==> src/rtl/fifo_arb_pkg.sv <==
// Shared definitions for the FIFO write-port arbiter: FSM state encoding
// and a width helper used for counter and pointer sizing.
package fifo_arb_pkg;

  localparam logic STATE_IDLE  = 1'b0;
  localparam logic STATE_BURST = 1'b1;

  typedef enum logic {
    IDLE  = STATE_IDLE,
    BURST = STATE_BURST
  } state_t;

  // Smallest r with 2**r >= value; callers always pass value >= 2.
  function automatic int clog2(input int value);
    int r;
    r = 0;
    while ((1 << r) < value) r++;
    return r;
  endfunction

endpackage

==> src/rtl/rr_pick.sv <==
// Combinational round-robin picker: returns the first requesting index
// strictly after 'last', wrapping around, as a one-hot vector.
module rr_pick
  import fifo_arb_pkg::*;
#(
  parameter int NREQ = 4,
  parameter int IW   = clog2(NREQ)
) (
  input  logic [NREQ-1:0] req,
  input  logic [IW-1:0]   last,
  output logic [NREQ-1:0] pick,
  output logic            any
);

  logic          found;
  logic [IW-1:0] idx;

  // Walk last+1 .. last+NREQ so the previous winner is considered last.
  always_comb begin
    pick  = '0;
    found = 1'b0;
    idx   = '0;
    for (int k = 1; k <= NREQ; k++) begin
      idx = IW'((int'(last) + k) % NREQ);
      if (!found && req[idx]) begin
        pick[idx] = 1'b1;
        found     = 1'b1;
      end
    end
  end

  assign any = |req;

endmodule

==> src/rtl/fifo_wr_arbiter.sv <==
// Round-robin arbiter sharing one FIFO write port between NREQ requesters,
// granting whole packets (capped at MAXBURST beats) and honouring FIFO full.
module fifo_wr_arbiter
  import fifo_arb_pkg::*;
#(
  parameter int NREQ     = 4,
  parameter int DATASIZE = 8,
  parameter int MAXBURST = 4
) (
  input  logic                     i_wr_clk,
  input  logic                     i_wr_rst,
  input  logic [NREQ-1:0]          i_req_valid,
  input  logic [NREQ*DATASIZE-1:0] i_req_data,
  input  logic [NREQ-1:0]          i_req_last,
  output logic [NREQ-1:0]          o_req_ready,
  input  logic                     i_full,
  output logic                     o_wr_en,
  output logic [DATASIZE-1:0]      o_wr_data,
  output logic [NREQ-1:0]          o_grant,
  output logic                     o_busy
);

  localparam int IW = clog2(NREQ);
  localparam int CW = clog2(MAXBURST + 1);

  state_t          state;
  logic [NREQ-1:0] grant;
  logic [CW-1:0]   count;
  logic [IW-1:0]   last;
  logic            busy;

  logic [NREQ-1:0] pick;
  logic            any;
  logic [IW-1:0]   pick_idx;
  logic            run;
  logic            gvalid;
  logic            glast;
  logic            xfer;
  logic            burst_done;
  logic [CW-1:0]   count_next;

  rr_pick #(
    .NREQ(NREQ),
    .IW  (IW)
  ) u_pick (
    .req (i_req_valid),
    .last(last),
    .pick(pick),
    .any (any)
  );

  always_comb begin
    pick_idx = '0;
    for (int i = 0; i < NREQ; i++) begin
      if (pick[i]) pick_idx = IW'(i);
    end
  end

  // Ready and write enable stay combinational so a rising full flag or a
  // reset request stops the very next FIFO write.
  assign run        = (state == BURST) && i_wr_rst && !i_full;
  assign gvalid     = |(i_req_valid & grant);
  assign glast      = |(i_req_last & grant);
  assign xfer       = run && gvalid;
  assign count_next = count + 1'b1;
  assign burst_done = glast || (count_next == CW'(MAXBURST));

  assign o_req_ready = grant & {NREQ{run}};
  assign o_wr_en     = xfer;
  assign o_grant     = grant;
  assign o_busy      = busy;

  always_comb begin
    o_wr_data = '0;
    for (int i = 0; i < NREQ; i++) begin
      if (grant[i]) o_wr_data = i_req_data[i*DATASIZE +: DATASIZE];
    end
  end

  always_ff @(posedge i_wr_clk) begin
    if (!i_wr_rst) begin
      state <= IDLE;
      grant <= '0;
      count <= '0;
      last  <= IW'(NREQ - 1);
      busy  <= 1'b0;
    end else begin
      case (state)
        IDLE: begin
          if (any) begin
            grant <= pick;
            count <= '0;
            last  <= pick_idx;
            state <= BURST;
            busy  <= 1'b1;
          end
        end
        BURST: begin
          if (xfer) begin
            if (burst_done) begin
              state <= IDLE;
              grant <= '0;
              count <= '0;
              busy  <= 1'b0;
            end else begin
              count <= count_next;
            end
          end
        end
        default: begin
          state <= IDLE;
          grant <= '0;
          busy  <= 1'b0;
        end
      endcase
    end
  end

endmodule
==> config.mk <==
export PLATFORM = sky130hd
export DESIGN_NAME = fifo_wr_arbiter
export DESIGN_NICKNAME = d
export VERILOG_FILES = /design/src/rtl/fifo_arb_pkg.sv /design/src/rtl/rr_pick.sv /design/src/rtl/fifo_wr_arbiter.sv
export SDC_FILE = /design/constraint.sdc
export NUM_CORES = 1
export LEC_CHECK = 0
export CORE_ASPECT_RATIO = 1.75
export CORE_UTILIZATION = 43
export DETAILED_ROUTE_END_ITERATION = 7
export GPL_TIMING_DRIVEN = 0
export PLACE_DENSITY_LB_ADDON = 0.3
export REMOVE_ABC_BUFFERS = 1
export SETUP_SLACK_MARGIN = 0.4
export SYNTH_ARGS = -nofsm -noshare
export SYNTH_HDL_FRONTEND = slang
export SYNTH_SLANG_ARGS = --single-unit
==> constraint.sdc <==
create_clock -name i_wr_clk -period 6.31 [get_ports i_wr_clk]
set_input_delay 0.9465 -clock i_wr_clk [delete_from_list [all_inputs] [get_ports i_wr_clk]]
set_output_delay 0.9465 -clock i_wr_clk [all_outputs]
set_load 0.05 [all_outputs]
# [Word-level counts from Yosys, hierarchy flattened]
# Cells that the tools add are included.
[op_classes] n_addsub=5 order_cmp=8 n_eq_ne=4 n_mux=46 bitwise=7 reduce_logical=21
[op_table] op="8-bit 2-to-1 mux" count=4
[op_table] op="4-bit 2-to-1 mux" count=7
[op_table] op="1-bit 2-to-1 mux" count=18
[op_table] op="4-bit bitwise AND" count=3
[op_table] op="2-bit by 3-bit < comparator with 1-bit output (second input constant)" count=4
[op_table] op="4-bit OR" count=3
[op_table] op="4-bit OR reduction" count=3
[op_table] op="1-bit logical AND" count=10
[op_table] op="3-bit 2-to-1 mux" count=3
[op_table] op="1-bit binary-select mux with 2-bit select" count=4
[op_table] op="1-bit demux with 2-bit select" count=4
[op_table] op="2-bit by 1-bit greater-or-equal comparator with 1-bit output (second input constant)" count=4
[op_table] op="4-bit case mux with 2 select lines" count=1
[op_table] op="3-bit case mux with 2 select lines" count=1
[op_table] op="2-bit by 1-bit adder with 2-bit output (second input constant)" count=2
[op_table] op="2-bit adder (second input constant)" count=2
[op_table] op="1-bit logical NOT" count=4
[op_table] op="2-bit 2-to-1 mux" count=2
[op_table] op="2-bit != test (second input constant)" count=2
[op_table] op="1-bit case mux with 2 select lines" count=2
[op_table] op="2-bit AND reduction" count=2
[op_table] op="3-bit by 1-bit adder with 3-bit output (second input constant)" count=1
[op_table] op="3-bit == test (second input constant)" count=1
[op_table] op="3-bit AND reduction" count=1
[op_table] op="other kinds (3)" count=3
[word_totals] reg_bits=11 in_bits=43

# [Depth between registers and ports, before layout]
# Gate-level depths: netlist of the first run.
[logic_depth] word_depth=16 ltp_mapped=9 mapped_depth_nobuf=8

# [Hierarchy]
# Synthesis of the first run repeated with hierarchy kept, for this count alone.
[hier_totals] cells_unflattened=146 area_unflattened_um2=1191.1
[modules_own_cells] module="fifo_wr_arbiter" n_inst=1 cells_per_inst=107 area_per_inst_um2=825.8 seq_area_each_um2=220.2
[modules_own_cells] module="rr_pick" n_inst=1 cells_per_inst=39 area_per_inst_um2=365.4 seq_area_each_um2=0.0

# [Worst setup path before layout of the first run]
# No wires, ideal clock.
[synth_path] path_kind="input to output" startpoint="input port i_full" endpoint="output port o_wr_en" arrival_ns=2.063 slack_ns=3.301 cell_stages=2 path_cell_list="and3b_1 > a21boi_1"
[synth_via] elab_chain_cells=3
[synth_rtl] element="start, declared" line_no="fifo_wr_arbiter.sv:16" text="input logic i_full,"
[synth_rtl] element="1-bit logical NOT" line_no="fifo_wr_arbiter.sv:61" text="assign run = (state == BURST) && i_wr_rst && !i_full;"
[synth_rtl] element="1-bit logical AND" line_no="fifo_wr_arbiter.sv:61"
[synth_rtl] element="1-bit logical AND" line_no="fifo_wr_arbiter.sv:64" text="assign xfer = run && gvalid;"
[synth_rtl] element="end, declared" line_no="fifo_wr_arbiter.sv:17" text="output logic o_wr_en,"
# No other way between the ends.

# [Worst setup path in the final report of the first run]
[layout_path] startpoint="input port i_wr_rst" endpoint="output port o_wr_en"
[layout_via] elab_chain_cells=3
[layout_rtl] element="start, declared" line_no="fifo_wr_arbiter.sv:11" text="input logic i_wr_rst,"
[layout_rtl] element="1-bit logical AND (2 in a row)" line_no="fifo_wr_arbiter.sv:61"
[layout_rtl] element="1-bit logical AND" line_no="fifo_wr_arbiter.sv:64"
# No other way between the ends.

==> flow_metrics.env, run 1 <==
export IMPL_crit_required_ns=5.36
export IMPL_tns_ns=0
export IMPL_nets=254
export IMPL_gp_congestion=0.8269
export IMPL_finalCritPeriodShare_pct=64.35
export IMPL_fmax_mhz=246.3
export IMPL_cp_cell_sequence="clkdlybuf4s50_1 -> and3b_1 -> a21boi_1 -> clkdlybuf4s50_1"
export IMPL_start_util_pct=46.33
export IMPL_synthFlopType="dfxtp_1"
export IMPL_layout_common_cells="60 x clkdlybuf4s50_1, 14 x nand2_1, 12 x a22oi_1, 12 x nor2_1, 11 x dfxtp_1"
export IMPL_grt_pass1_wl_um=6382
export IMPL_ir_worst_vdd_v=0.0002198
export IMPL_worst_slew_pin_slew_ns=0.6725
export IMPL_cp_common_cell="clkdlybuf4s50_1"
export IMPL_drtIter0Drc=64
export IMPL_rrSetupSlack_ns=3.64
export IMPL_maxSlewHeadroom_pct=55.10
export IMPL_finalWorstSetupSlack_ns=2.249
export IMPL_cts_sinks=11
export IMPL_die_area_um2=2938
export IMPL_cts_buffers=3
export IMPL_cts_resized=0
export IMPL_maxSlewViolCount=0
export IMPL_grt_usage_pct=26.96
export IMPL_die_y_um=70.96
export IMPL_p_leak_nw=0.6968
export IMPL_critPathCapture="o_wr_en"
export IMPL_multi_input_area_um2=899.6
export IMPL_ys_warnings_count=0
export IMPL_cpLargestDelayFamily="buffers and inverters"
export IMPL_whs_ns=0.4670
export IMPL_skew_ns=0.002362
export IMPL_cts_root_buf="clkbuf_8"
export IMPL_rsz0062_at_grt="no"
export IMPL_detail_route_antenna_nets=0
export IMPL_critPathLaunch="i_wr_rst"
export IMPL_first_global_vias=1356
export IMPL_cpPeakStageDelay_ns=0.87
export IMPL_min_path_type="flip-flop to flip-flop"
export IMPL_rr_startpoint="last[0]"
export IMPL_cp_depth=4
export IMPL_clock_latency_ns=0.24
export IMPL_antenna_found_initial=0
export IMPL_detailedPlace_worstSlack_ns=2.253
export IMPL_h_tree_depth=1
export IMPL_p_total_mw=0.5505
export IMPL_finalCriticalPeriod_ns=4.061
export IMPL_clk_pin_slew_worst_paths_ns=0.05
export IMPL_synthCells=144
export IMPL_pwr_density_cell_nw_per_um2=304.3
export IMPL_drive_gt1_share_pct=5.500
export IMPL_hold_viol=0
export IMPL_arrival_ns=3.11
export IMPL_critical_path_class="input port to primary output"
export IMPL_setup_violations_final=0
export IMPL_vias=1392
export IMPL_rows=24
export IMPL_synth_edf_count=0
export IMPL_ys_seq_elements=11
export IMPL_syn_area_per_cell_um2=8.115
export IMPL_cts_buffer_depth=2
export IMPL_status="complete, no violations"
export IMPL_critPathLaunchType="input port"
export IMPL_cts_hold_buffers=0
export IMPL_regArea_um2=220.2
export IMPL_hpwl_um=2793
export IMPL_routed_wl_um=3647
export IMPL_syn_area_um2=1169
export IMPL_synth_seq_area_share_pct=18.84
export IMPL_die_width_um=41.41
export IMPL_firstDrtPassIters=4
export IMPL_grt_overflow_total=0
export IMPL_r2r_end="last[0]"
export IMPL_layout_commonest_cell="clkdlybuf4s50_1"
export IMPL_core_um2=2522
export IMPL_critPathSlowestCell="clkdlybuf4s50_1"
export IMPL_drc=0
export IMPL_vias_per_cell=6.159
export IMPL_async_flop_share_pct=0
export IMPL_io_pin_count=61
export IMPL_yosysUniqueCellTypes=38
export IMPL_cts_tree="done"
export IMPL_critPathBufInv=2
export IMPL_grt_max_degree=22
export IMPL_num_antenna_cells=0
export IMPL_avgRoutedWirePerCell_um=16.14
export IMPL_maxCapViolCount=0
export IMPL_cp_end_kind="primary output"
export IMPL_area_delta_synth_final_pct=54.82
export IMPL_fill_cells=211
export IMPL_post_cts_buffers=0
export IMPL_rr_worst_depth=7
export IMPL_portBuffers=60
export IMPL_critPathMaxFanout=13
[cells by family after synthesis]
| family | synth area share [%] |
|---|---|
| adder cells (fa/ha/maj) | 10.71 |
| AND/OR/NAND/NOR | 26.98 |
| multiplexers | 4.711 |
| AO/OA/AOI/OAI | 33.83 |
| XOR/XNOR | 0.7496 |
| buffers and inverters | 4.176 |
| flip-flops | 18.84 |
[final cells by class]
type                    count  area share (%)
inverters                   3          0.6224
repair buffers             60           33.19
well taps                  26           1.798
flip-flops and latches     11           12.17
clock buffers               4           2.490
multi-input cells         122           49.72
[metrics by stage]
step	cells	instance area [um^2]	util (%)
2_1_floorplan	136	1131	-
5_1_grt	226	1809	71.73
3_5_place_dp	222	1764	69.94
3_3_place_gp	222	1764	69.94
4_1_cts	226	1809	71.73
6_report	226	1809	71.73
[flip-flops by register name, indices dropped and copies added, names as in the netlist]
| register | count |
|---|---|
| o_grant | 4 |
| count | 3 |
| last | 2 |
| o_busy | 1 |
| state | 1 |
[power breakdown]
part	internal (mW)	switching [mW]	total, mW
Clock	0.0445	0.0278	0.0722
Sequential	0.0806	0.0357	0.116
Combinational	0.151	0.211	0.362
[worst min-delay path by stage]
stage               cells after the start   from  slack [ns]     to
floorplan                               2  state        0.43  state
global placement                        2  state        0.44  state
detailed placement                      2  state        0.46  state
CTS                                     2  state        0.46  state
global route                            2  state        0.49  state
finish                                  2  state        0.47  state
[Yosys cell counts (3+ instances only)]
master | number | area share (%)
a21boi_1 | 4 | 2.6
a21oi_1 | 10 | 4.3
a22o_1 | 5 | 3.7
a22oi_1 | 12 | 7.7
and2_1 | 6 | 3.2
clkbuf_1 | 7 | 2.2
dfxtp_1 | 11 | 19
ha_1 | 10 | 11
inv_1 | 3 | 0.96
nand2_1 | 14 | 4.5
nand2b_1 | 3 | 1.6
nor2_1 | 12 | 3.9
nor2b_1 | 6 | 3.2
nor3b_1 | 3 | 1.9
o21ai_1 | 10 | 4.3
[metal layers]
layer	vias to the layer above	part of all wire, %	track usage [%]
met5	-	0	0
met4	0	3.2	12.90
met3	16	8.6	5.612
met2	91	51	47.57
met1	640	37	29.97
li1	645	-	-
[worst reg2reg max path, cell delays in order, from the launching register on]
cell,delay (ns)
dfxtp_1,0.59
inv_1,0.27
ha_1,0.42
or3b_1,0.41
a311oi_4,0.43
a221o_1,0.25
nand2_1,0.07
a31oi_1,0.17
No activity file was read; power rests on OpenSTA's default activity.
==> run 2, diff against run 1 <==
Settings changed: CORE_UTILIZATION 43 to 40.
Clock period 6.31 ns to 3.99 ns, I/O delays scaled along.
==> run 2 against run 1 <==
Die area rose by 7.2%. Clock power rose by 55%. Largest cell class unchanged. Critical endpoint unchanged. Worst hold slack got worse by 0.012 ns. Register-to-register slack got worse by 2.3 ns. Count of clock-buffer cells in the layout did not move. Sequential share of layout area barely moved. Largest power group unchanged. Non-clock buffer count did not move. Global-route usage fell by 4.2 points. Total power rose by 57%.
==> flow_metrics.env, run 2 (synthesis gave the netlist of run 1 again) <==
export IMPL_dp_cells=223
export IMPL_cts_hold_buffers=0
export IMPL_drtIter0Drc=49
export IMPL_hpwl_um=2639
export IMPL_critPathBufInv=2
export IMPL_fmax_mhz=296.0
export IMPL_tns_ns=0
export IMPL_layout_commonest_cell="clkdlybuf4s50_1"
export IMPL_avgRoutedWirePerCell_um=15.13
export IMPL_skew_ns=0.007166
export IMPL_rsz0062_at_grt="no"
export IMPL_cpPeakStageDelay_ns=0.87
export IMPL_cts_root_buf="clkbuf_8"
export IMPL_routed_wl_um=3434
export IMPL_die_width_um=42.86
export IMPL_arrival_ns=2.78
export IMPL_cts_buffer_depth=2
export IMPL_ir_worst_vdd_v=0.0002902
export IMPL_detail_route_antenna_nets=0
export IMPL_grt_max_degree=22
export IMPL_dpl_cell_area_um2=1765
export IMPL_cp_common_cell="clkdlybuf4s50_1"
export IMPL_p_total_mw=0.8631
export IMPL_firstDrtPassIters=5
export IMPL_clk_pin_slew_worst_paths_ns=0.05
export IMPL_hold_viol=0
export IMPL_num_antenna_cells=0
export IMPL_critical_path_class="input port to primary output"
export IMPL_rows=25
export IMPL_largest_reg_flops=4
export IMPL_nets=254
export IMPL_finalWorstSetupSlack_ns=0.6117
export IMPL_cp_end_kind="primary output"
export IMPL_cts_tree="done"
export IMPL_critPathMaxFanout=13
export IMPL_die_y_um=73.51
export IMPL_area_delta_synth_final_pct=54.93
export IMPL_layout_common_cells="60 x clkdlybuf4s50_1, 14 x nand2_1, 12 x a22oi_1, 12 x nor2_1, 11 x dfxtp_1"
export IMPL_stdcell_count=227
export IMPL_grt_usage_pct=22.75
export IMPL_crit_required_ns=3.39
export IMPL_cpLargestDelayFamily="buffers and inverters"
export IMPL_finalCritPeriodShare_pct=84.67
export IMPL_io_pin_count=61
export IMPL_setup_violations_final=0
export IMPL_antenna_found_initial=0
export IMPL_multi_input_area_um2=899.6
export IMPL_maxSlewHeadroom_pct=56.22
export IMPL_critPathLaunchType="input port"
export IMPL_cp_cell_sequence="clkdlybuf4s50_1 -> and3b_1 -> a21boi_1 -> clkdlybuf4s50_1"
export IMPL_maxSlewViolCount=0
export IMPL_vias_per_cell=5.982
export IMPL_cts_buffers=3
export IMPL_gp_congestion=0.7705
export IMPL_first_global_vias=1280
export IMPL_die_area_um2=3150
export IMPL_fill_cells=239
export IMPL_h_tree_depth=1
export IMPL_grt_overflow_total=0
export IMPL_critPathSlowestCell="clkdlybuf4s50_1"
export IMPL_maxCapViolCount=0
export IMPL_portBuffers=60
export IMPL_vias=1358
export IMPL_cts_sinks=11
export IMPL_final_area_um2=1810
export IMPL_regArea_um2=220.2
export IMPL_min_path_type="flip-flop to flip-flop"
export IMPL_finalCriticalPeriod_ns=3.378
export IMPL_drc=0
export IMPL_detailedPlace_worstSlack_ns=0.6199
export IMPL_pwr_density_cell_nw_per_um2=476.7
export IMPL_core_um2=2753
export IMPL_cts_resized=0
export IMPL_post_cts_buffers=0
export IMPL_clock_latency_ns=0.24
export IMPL_start_util_pct=42.45
export IMPL_grt_pass1_wl_um=5727
export IMPL_p_leak_nw=0.6968
export IMPL_status="complete, no violations"
export IMPL_worst_slew_pin_slew_ns=0.6558
export IMPL_drive_gt1_share_pct=5.500
==> run 2: worst paths after layout <==
| check | start | to | cells past startpoint | slack [ns] |
|---|---|---|---|---|
| max | i_wr_rst | o_wr_en | 4 | 0.61 |
| min | state | state | 2 | 0.45 |
| max reg2reg | last[0] | last[0] | 7 | 1.31 |
| min reg2reg | state | state | 2 | 0.45 |
==> run 2: per-stage QoR <==
| step | hold WS (ns) | utilization (%) |
|---|---|---|
| finish | 0.4546 | 65.77 |
| global route | 0.4722 | 65.77 |
| CTS | 0.4579 | 65.77 |
| detailed placement | 0.4499 | 64.14 |
| global placement | 0.4416 | 64.14 |
| floorplan | 0.4298 | - |
==> run 2: cell type report <==
cell class,instances,area share [%]
multi-input cells,122,49.69
repair buffers,60,33.17
flip-flops and latches,11,12.16
clock buffers,4,2.488
well taps,27,1.866
inverters,3,0.6220
==> run 2: where the power goes <==
group	internal [mW]	switching, mW	total [mW]
combinational	0.238	0.330	0.568
sequential	0.128	0.0553	0.183
clock	0.0702	0.0421	0.112
==> run 2: per-layer routing <==
layer | vias up | routed length [um] | global-route usage [%] | share of wire (%)
met4 | 0 | 48 | 7.986 | 1.4
met3 | 6 | 337 | 4.914 | 9.8
met2 | 74 | 1759 | 43.43 | 51
li1 | 648 | - | - | -
met1 | 630 | 1288 | 23.46 | 38
met5 | - | 0 | 0 | 0
==> run 2: worst register-to-register path, stage by stage, from the launching register on <==
cell and delay, ns:
dfxtp_1 0.62, inv_1 0.27, ha_1 0.42, or3b_1 0.41, a311oi_4 0.42, a221o_1 0.23
nand2_1 0.06, a31oi_1 0.17
